===== config.mk =====
export PLATFORM = sky130hd
export DESIGN_NAME = bus_gpio_port_flat
export DESIGN_NICKNAME = d
export VERILOG_FILES = /design/src/rtl/bus_gpio_port_if.sv /design/src/rtl/bus_gpio_port.sv /design/src/flat_wrapper.sv
export SDC_FILE = /design/constraint.sdc
export NUM_CORES = 1
export LEC_CHECK = 0
export CAP_MARGIN = 20
export CORE_MARGIN = 2
export CORE_UTILIZATION = 45
export DETAILED_ROUTE_END_ITERATION = 10
export GPL_TIMING_DRIVEN = 1
export PLACE_DENSITY_LB_ADDON = 0.25
export SYNTH_ARGS = -nofsm -noshare
export SYNTH_HDL_FRONTEND = slang
export SYNTH_SLANG_ARGS = --single-unit

===== constraint.sdc =====
create_clock -name Clock -period 8.65 [get_ports Clock]
set_input_delay 1.73 -clock Clock [delete_from_list [all_inputs] [get_ports Clock]]
set_output_delay 1.73 -clock Clock [all_outputs]
set_load 0.05 [all_outputs]

===== src/rtl/bus_gpio_port_if.sv =====
// rtl/bus_gpio_port_if.sv - data-bus port-block interface for bus_gpio_port
//
// Purpose: groups the word-addressed data-bus signals of one 512-word port block.
// Signals:
//   PortAddress  9  word address within the block (master drives)
//   WriteData   16  bus write data (master drives)
//   WriteEnable  1  write strobe, already qualified for this block (master drives)
//   ReadData    16  combinational read of the addressed register (slave drives)
interface bus_gpio_port_if;
  logic [8:0]  PortAddress;
  logic [15:0] WriteData;
  logic        WriteEnable;
  logic [15:0] ReadData;

  modport master (
    output PortAddress,
    output WriteData,
    output WriteEnable,
    input  ReadData
  );

  modport slave (
    input  PortAddress,
    input  WriteData,
    input  WriteEnable,
    output ReadData
  );
endinterface


===== src/rtl/bus_gpio_port.sv =====
// rtl/bus_gpio_port.sv - GPIO port block: synchronised/debounced inputs, set/clr/toggle outputs, edge flags and irq
//
// Purpose: one 512-word data-bus port block serving switches, keys and LEDs.
// Ports:
//   Clock   in   system clock, rising edge
//   Reset   in   asynchronous active-high reset
//   bus     slave port of bus_gpio_port_if (PortAddress, WriteData, WriteEnable, ReadData)
//   PinIn   in   Width asynchronous external inputs
//   PinOut  out  Width registered outputs
//   Irq     out  registered OR of all EDGE flags
// Register map (PortAddress[3:0]; [8:4] alias):
//   0 IN, 1 OUT, 2 OUT_SET, 3 OUT_CLR, 4 OUT_TGL, 5 EDGE (W1C), 6 RISE_EN, 7 FALL_EN, 8 RAW, 9..15 zero
module bus_gpio_port #(
  parameter int               Width          = 10,
  parameter int               SyncStages     = 2,
  parameter int               DebounceCycles = 50000,
  parameter logic [Width-1:0] OutReset       = '0
) (
  input  logic             Clock,
  input  logic             Reset,
  bus_gpio_port_if.slave   bus,
  input  logic [Width-1:0] PinIn,
  output logic [Width-1:0] PinOut,
  output logic             Irq
);

  localparam int CntW = (DebounceCycles > 0) ? $clog2(DebounceCycles + 1) : 1;
  localparam logic [CntW-1:0] CntLast = (DebounceCycles > 0) ? CntW'(DebounceCycles - 1) : '0;

  localparam logic [3:0] AddrIn     = 4'd0;
  localparam logic [3:0] AddrOut    = 4'd1;
  localparam logic [3:0] AddrOutSet = 4'd2;
  localparam logic [3:0] AddrOutClr = 4'd3;
  localparam logic [3:0] AddrOutTgl = 4'd4;
  localparam logic [3:0] AddrEdge   = 4'd5;
  localparam logic [3:0] AddrRiseEn = 4'd6;
  localparam logic [3:0] AddrFallEn = 4'd7;
  localparam logic [3:0] AddrRaw    = 4'd8;

  logic [3:0]       reg_sel;
  logic [Width-1:0] wdata;
  logic             wr;

  // Upper address bits alias and upper data bits beyond Width are ignored.
  logic unused_bus_bits;
  assign unused_bus_bits = ^{bus.PortAddress[8:4], bus.WriteData};

  assign reg_sel = bus.PortAddress[3:0];
  assign wdata   = bus.WriteData[Width-1:0];
  assign wr      = bus.WriteEnable;

  // Input synchroniser
  logic [Width-1:0] sync_q [SyncStages];
  logic [Width-1:0] raw;

  always_ff @(posedge Clock or posedge Reset) begin
    if (Reset) begin
      for (int s = 0; s < SyncStages; s++) sync_q[s] <= '0;
    end else begin
      sync_q[0] <= PinIn;
      for (int s = 1; s < SyncStages; s++) sync_q[s] <= sync_q[s-1];
    end
  end

  assign raw = sync_q[SyncStages-1];

  // Debounce: stable_d is the value stable_q takes on the coming edge.
  logic [Width-1:0] stable_q;
  logic [Width-1:0] stable_d;

  generate
    if (DebounceCycles == 0) begin : g_bypass
      // Load from the stage feeding raw so stable_q always equals raw and IN
      // keeps the plain synchroniser latency.
      assign stable_d = sync_q[SyncStages-2];
    end else begin : g_debounce
      logic [CntW-1:0] cnt_q [Width];
      logic [CntW-1:0] cnt_d [Width];

      always_comb begin
        stable_d = stable_q;
        for (int i = 0; i < Width; i++) begin
          cnt_d[i] = '0;
          if (raw[i] != stable_q[i]) begin
            if (cnt_q[i] == CntLast) stable_d[i] = raw[i];
            else                     cnt_d[i]    = cnt_q[i] + 1'b1;
          end
        end
      end

      always_ff @(posedge Clock or posedge Reset) begin
        if (Reset) begin
          for (int i = 0; i < Width; i++) cnt_q[i] <= '0;
        end else begin
          for (int i = 0; i < Width; i++) cnt_q[i] <= cnt_d[i];
        end
      end
    end
  endgenerate

  // Registers and edge capture
  logic [Width-1:0] out_q;
  logic [Width-1:0] rise_en_q;
  logic [Width-1:0] fall_en_q;
  logic [Width-1:0] edge_q;
  logic             irq_q;
  logic [Width-1:0] edge_set;
  logic [Width-1:0] edge_clr;

  assign edge_set = (rise_en_q & stable_d & ~stable_q) |
                    (fall_en_q & ~stable_d & stable_q);
  assign edge_clr = (wr && reg_sel == AddrEdge) ? wdata : '0;

  always_ff @(posedge Clock or posedge Reset) begin
    if (Reset) begin
      stable_q  <= '0;
      out_q     <= OutReset;
      rise_en_q <= '0;
      fall_en_q <= '0;
      edge_q    <= '0;
      irq_q     <= 1'b0;
    end else begin
      stable_q <= stable_d;
      // Set is OR-ed after the clear so a same-cycle new edge wins.
      edge_q   <= (edge_q & ~edge_clr) | edge_set;
      irq_q    <= |edge_q;
      if (wr) begin
        case (reg_sel)
          AddrOut:    out_q     <= wdata;
          AddrOutSet: out_q     <= out_q | wdata;
          AddrOutClr: out_q     <= out_q & ~wdata;
          AddrOutTgl: out_q     <= out_q ^ wdata;
          AddrRiseEn: rise_en_q <= wdata;
          AddrFallEn: fall_en_q <= wdata;
          default:    ;
        endcase
      end
    end
  end

  // Combinational readback
  always_comb begin
    bus.ReadData = '0;
    case (reg_sel)
      AddrIn:     bus.ReadData = 16'(stable_q);
      AddrOut,
      AddrOutSet,
      AddrOutClr,
      AddrOutTgl: bus.ReadData = 16'(out_q);
      AddrEdge:   bus.ReadData = 16'(edge_q);
      AddrRiseEn: bus.ReadData = 16'(rise_en_q);
      AddrFallEn: bus.ReadData = 16'(fall_en_q);
      AddrRaw:    bus.ReadData = 16'(raw);
      default:    bus.ReadData = '0;
    endcase
  end

  assign PinOut = out_q;
  assign Irq    = irq_q;

endmodule


===== src/flat_wrapper.sv =====
// flat-port wrapper written by rule: the top's interface ports become plain ports
module bus_gpio_port_flat 
#(
  parameter int               Width          = 10,
  parameter int               SyncStages     = 2,
  parameter int               DebounceCycles = 50000,
  parameter logic [Width-1:0] OutReset       = '0
)
  (Clock, Reset, PinIn, PinOut, Irq, bus_PortAddress, bus_WriteData, bus_WriteEnable, bus_ReadData);
  bus_gpio_port_if bus_i ();
  input  logic Clock;
  input  logic Reset;
  input  logic [Width-1:0] PinIn;
  output logic [Width-1:0] PinOut;
  output logic Irq;
  input wire logic [$bits(bus_i.PortAddress)-1:0] bus_PortAddress;
  input wire logic [$bits(bus_i.WriteData)-1:0] bus_WriteData;
  input wire logic [$bits(bus_i.WriteEnable)-1:0] bus_WriteEnable;
  output wire logic [$bits(bus_i.ReadData)-1:0] bus_ReadData;
  assign bus_i.PortAddress = bus_PortAddress;
  assign bus_i.WriteData = bus_WriteData;
  assign bus_i.WriteEnable = bus_WriteEnable;
  assign bus_ReadData = bus_i.ReadData;
  bus_gpio_port #(.Width(Width), .SyncStages(SyncStages), .DebounceCycles(DebounceCycles), .OutReset(OutReset)) u_core (.Clock(Clock), .Reset(Reset), .bus(bus_i), .PinIn(PinIn), .PinOut(PinOut), .Irq(Irq));
endmodule

Yosys cells after proc, flatten, opt, wreduce, memory -nomap -nowiden:

Cells that the tools add are included.

* flip-flop bits (word level): 231
* output and inout bits: 27
* word-level logic and storage cells: 121

* add/subtract/negate cells: 10
* equality and inequality tests: 28
* multiplexer cells: 43
* bitwise gates (word level): 14
* reductions and logical operators: 8

Operator list (number)
* $mux W16: 20
* $add A16 B1 Y16 const B: 10
* $eq A16 B16 Y1 const B: 10
* $and A10 B10 Y10: 6
* $pmux W10 S6: 1
* $not A10 Y10: 4
* $pmux W10 S4: 1
* $or A10 B10 Y10: 3
* $mux W1: 20
* $eq A4 B3 Y1 const B: 4
* $mux W10: 1
* $ne A1 B1 Y1: 10
* $reduce_or A10 Y1: 1
* $xor A10 B10 Y10: 1
* $eq A4 B2 Y1 const B: 2
* $reduce_and A2 Y1: 3
* $eq A4 B1 Y1 const B: 1
* $eq A4 B4 Y1 const B: 1
* $logic_not A4 Y1: 1
* $reduce_bool A4 Y1: 1
* $reduce_or A4 Y1: 1
* $logic_and A1 B1 Y1: 1

Depth between registers and ports, before layout:

* word-level depth: 8
* depth in mapped cells: 6

Worst setup path before layout:

No wires, ideal clock.

* path type: input-to-output
* start: input bus_PortAddress[0]
* end: output bus_ReadData[0]
* data arrival time: 3.210 ns
* setup slack: 3.710 ns
* stages on the path: 5
* buffers on the path: 1
* cells stage by stage: clkbuf_1 > nor3_1 > nor3_1 > nand2_1 > nand3_1

* cells in the longest elaborated chain, start to end: 3
* elaborated cells on any way between the ends: 11
* classes of those cells: 8 x eq/ne; 1 x mux; 2 x reduce/logical

Ends and longest elaborated chain
* from (decl): line flat_wrapper.sv:16 `input wire logic [$bits(bus_i.PortAddress)-1:0] bus_PortAddress;`
* $eq A4 B1 Y1 (tied with other cells): line bus_gpio_port.sv:144 `case (reg_sel)`
* $reduce_or A4 Y1: line bus_gpio_port.sv:144
* $pmux W10 S6 (*): line bus_gpio_port.sv:144
* to (decl): line flat_wrapper.sv:19 `output wire logic [$bits(bus_i.ReadData)-1:0] bus_ReadData;`

Every way passes the cells marked *; elsewhere a longest branch is shown, timed or not.

Worst setup path in the final report:

Same ends and word-level chain as after synthesis.

==> metrics.yaml <==
cts:
  clock-sinks: 231
  cts.clk_slew.worst_paths_ns: 0.06
  worst_skew_pair.late_latency_ns: 0.53
  cts.path.max_buffers: 3
  numCtsBuffers: 26
  cts_tree: "yes"
  clock-root-buffer: "clkbuf_16"
  cts-htree-levels: 1
  hold_buffers: 0
  cts_resized: 0
  cts_setup_buffers: 0
timing:
  clock_skew_ns: 0.007378
  hold_violations: 0
  setup_slack_ns: 2.100
  slew_headroom_pct: 30.00
  rsz0062_at_grt: "no"
  setup_violations: 0
  min_period_ns: 6.550
  worstMarginPinSlew_ns: 1.047
  tns_ns: 0
  maxSlewViolCount: 0
  max_freq_mhz: 152.7
  post-route-period-util_pct: 75.73
setup_path:
  cp_top_family: "buffers and inverters"
  crit_arrival_ns: 4.82
  reg2reg_from: "u_core.g_debounce.cnt_q[11]$_DFF_PP0_"
  critical_path_class: "in2out"
  crit_path_start_kind: "input pin"
  r2r_slack_ns: 6.64
  critPathSlowestCell: "clkdlybuf4s50_1"
  cp_max_fo: 28
  cp-end-kind: "output port"
  cpPeakStageDelay_ns: 1.16
  reg2reg_to: "u_core.g_debounce.cnt_q[7]$_DFF_PP0_"
  cpMostUsedCell: "clkdlybuf4s50_1"
  worstPathCellList: "clkdlybuf4s50_1 > and4b_1 > a22oi_1 > nand3_1 > clkdlybuf4s50_1"
  crit_buf_inv: 2
  rr_worst_depth: 4
  cp.required_ns: 6.92
global_routing:
  grt_pass1_wl_um: 39790
  grt_overflow_total: 0
  grt_pass1_vias: 7892
  grtUsageTotal_pct: 18.28
  grt_start_max_net_pins: 107
  antenna_found_initial: 1
placed_design:
  place_area_um2: 12140
  dp_hpwl_um: 15500
  dp.cells: 1514
  post-place-ws_ns: 2.191
  io_buffer_count: 47
  gp_congestion: 0.8201
synth:
  synth_warnings: 0
  yosysMostFrequentCell: "dfrtp_1"
  async_flop_share_pct: 100.0
  syn_area_per_cell_um2: 9.759
  synth_top_area_share_pct: 50.98
  synth_common_cells: "dfrtp_1, nor2_1, xnor2_1, nand2_1, nand3_1"
  synth_flop_cell: "dfrtp_1"
  synthesis.area_um2: 11340
  yosysUniqueCellTypes: 52
  synth_edf_count: 0
  yosys-top-cells-area: "dfrtp_1, xnor2_1, nor2_1"
  ys_ff_latch: 231
  ys_seq_area_share_pct: 50.98
  synth.largest_area_cell: "dfrtp_1"
  syn_inst: 1162
routing:
  first_pass_iters: 5
  ant_nets: 0
  wl_per_cell_um: 15.01
  via_per_inst: 5.315
  drc: 0
  routed_wl_um: 23500
  num_vias: 8324
  drtIter0Drc: 631
power:
  p_leak_uw: 0.005515
  ir_drop_uv: 158.2
  power_density_nw_per_um2: 206.4
die:
  die_area_um2: 26480
  core_um2: 24960
  initial_core_util_pct: 45.42
  std_cell_rows: 58
  chipHeight_um: 162.7
  io_pins: 65
  dieWidth_um: 162.7
hold_path:
  hold_end: "u_core.raw[0]$_DFF_PP0_"
  min_from: "u_core.sync_q[10]$_DFF_PP0_"
  hp-class: "reg2reg"
  whs_path_depth: 0
status:
  status: "finished, final reports clean"
cells_and_area:
  syn2layout_area_growth_pct: 16.26
  fin_area_um2: 13180
  drive_above_1_share_pct: 6.478
  utilization_pct: 52.81
  finalNonFillerCells: 1566
  nets: 1283
run:
  cap_violations: 0
final cells by class:
type | instances | area (um2)
timing repair buffer | 59 | 580.6
fill | 2268 | 11780
antenna | 1 | 2.502
inverter | 54 | 210.2
tap | 330 | 412.9
multi-input combinational | 843 | 5197
sequential | 231 | 5781
clock inverter | 13 | 224.0
clock buffer | 35 | 775.7
flip-flops by register name, summed over array words and instances (netlist names):
name                     cells
u_core.Irq                   1
u_core.PinOut               10
u_core.edge_q               10
u_core.fall_en_q            10
u_core.g_debounce.cnt_q    160
u_core.raw                  10
u_core.rise_en_q            10
u_core.stable_q             10
u_core.sync_q               10
how the worst max path moves through the flow:
stage / from / end / slack, ns / depth (start not counted)
2_1_floorplan: Reset / u_core.Irq$_DFF_PP0_ / 0.59 / 1
3_3_place_gp: bus_PortAddress[0] / bus_ReadData[0] / 2.24 / 5
3_5_place_dp: bus_PortAddress[0] / bus_ReadData[9] / 2.19 / 5
4_1_cts: bus_PortAddress[0] / bus_ReadData[9] / 2.18 / 5
5_1_grt: bus_PortAddress[0] / bus_ReadData[7] / 1.97 / 5
6_report: bus_PortAddress[0] / bus_ReadData[0] / 2.10 / 5
power breakdown:
part	internal [uW]	leakage [uW]	total, uW	switching [uW]
logic	96.2	0.00195	275	179
clock network	806	0.000490	1250	446
registers	1140	0.00308	1190	57.0
total	2040	0.00552	2720	682
metal layers:
layer	share of wire, %	track usage (%)
met1	47	26.10
met2	44	28.29
met3	5.0	3.056
met4	3.1	6.396
met5	0	0
stage by stage:
step,total power (uW),hold WS (ns)
after floorplan,1389,0.3312
after global placement,1482,0.3336
after CTS,2755,0.3543
final,2721,0.3525
after detailed placement,1488,0.3365
after global routing,2840,0.3661
cell families (layout without fill, tap and decap cells):
family,Yosys count,after routing,synth area share (%)
flip-flops,231,231,50.98
multiplexers,3,3,0.2979
buffers and inverters,93,161,3.575
AND/OR/NAND/NOR,541,541,24.12
AO/OA/AOI/OAI,120,120,6.643
other,1,7,0.03307
adder cells (fa/ha/maj),30,30,3.310
XOR/XNOR,143,143,11.04
cells in the final DEF (no fill, tap or decap), types with 3 or more instances in the layout:
| cell type | n |
|---|---|
| clkbuf_16 | 27 |
| a22oi_1 | 12 |
| a222oi_1 | 10 |
| and4_1 | 10 |
| nand4_1 | 46 |
| nor4bb_1 | 13 |
| nor4_1 | 31 |
| clkbuf_8 | 7 |
| nand3_1 | 60 |
| or3_1 | 4 |
| xor2_1 | 45 |
| bufinv_16 | 6 |
| or4_4 | 3 |
| nor2b_1 | 5 |
| and3_1 | 16 |
| inv_1 | 53 |
| or4b_1 | 3 |
| and2_1 | 3 |
| buf_4 | 11 |
| clkdlybuf4s50_1 | 47 |
| a2bb2oi_1 | 10 |
| nor4b_1 | 6 |
| ha_1 | 30 |
| a31oi_1 | 18 |
| clkinv_2 | 4 |
| conb_1 | 6 |
| nand2_1 | 92 |
| nor2_1 | 197 |
| a21oi_1 | 15 |
| dfrtp_1 | 231 |
| xnor2_1 | 98 |
| nor4b_2 | 3 |
| nor3_1 | 31 |
| o21ai_0 | 49 |
Note: power is estimated with default switching activity, not from simulation.
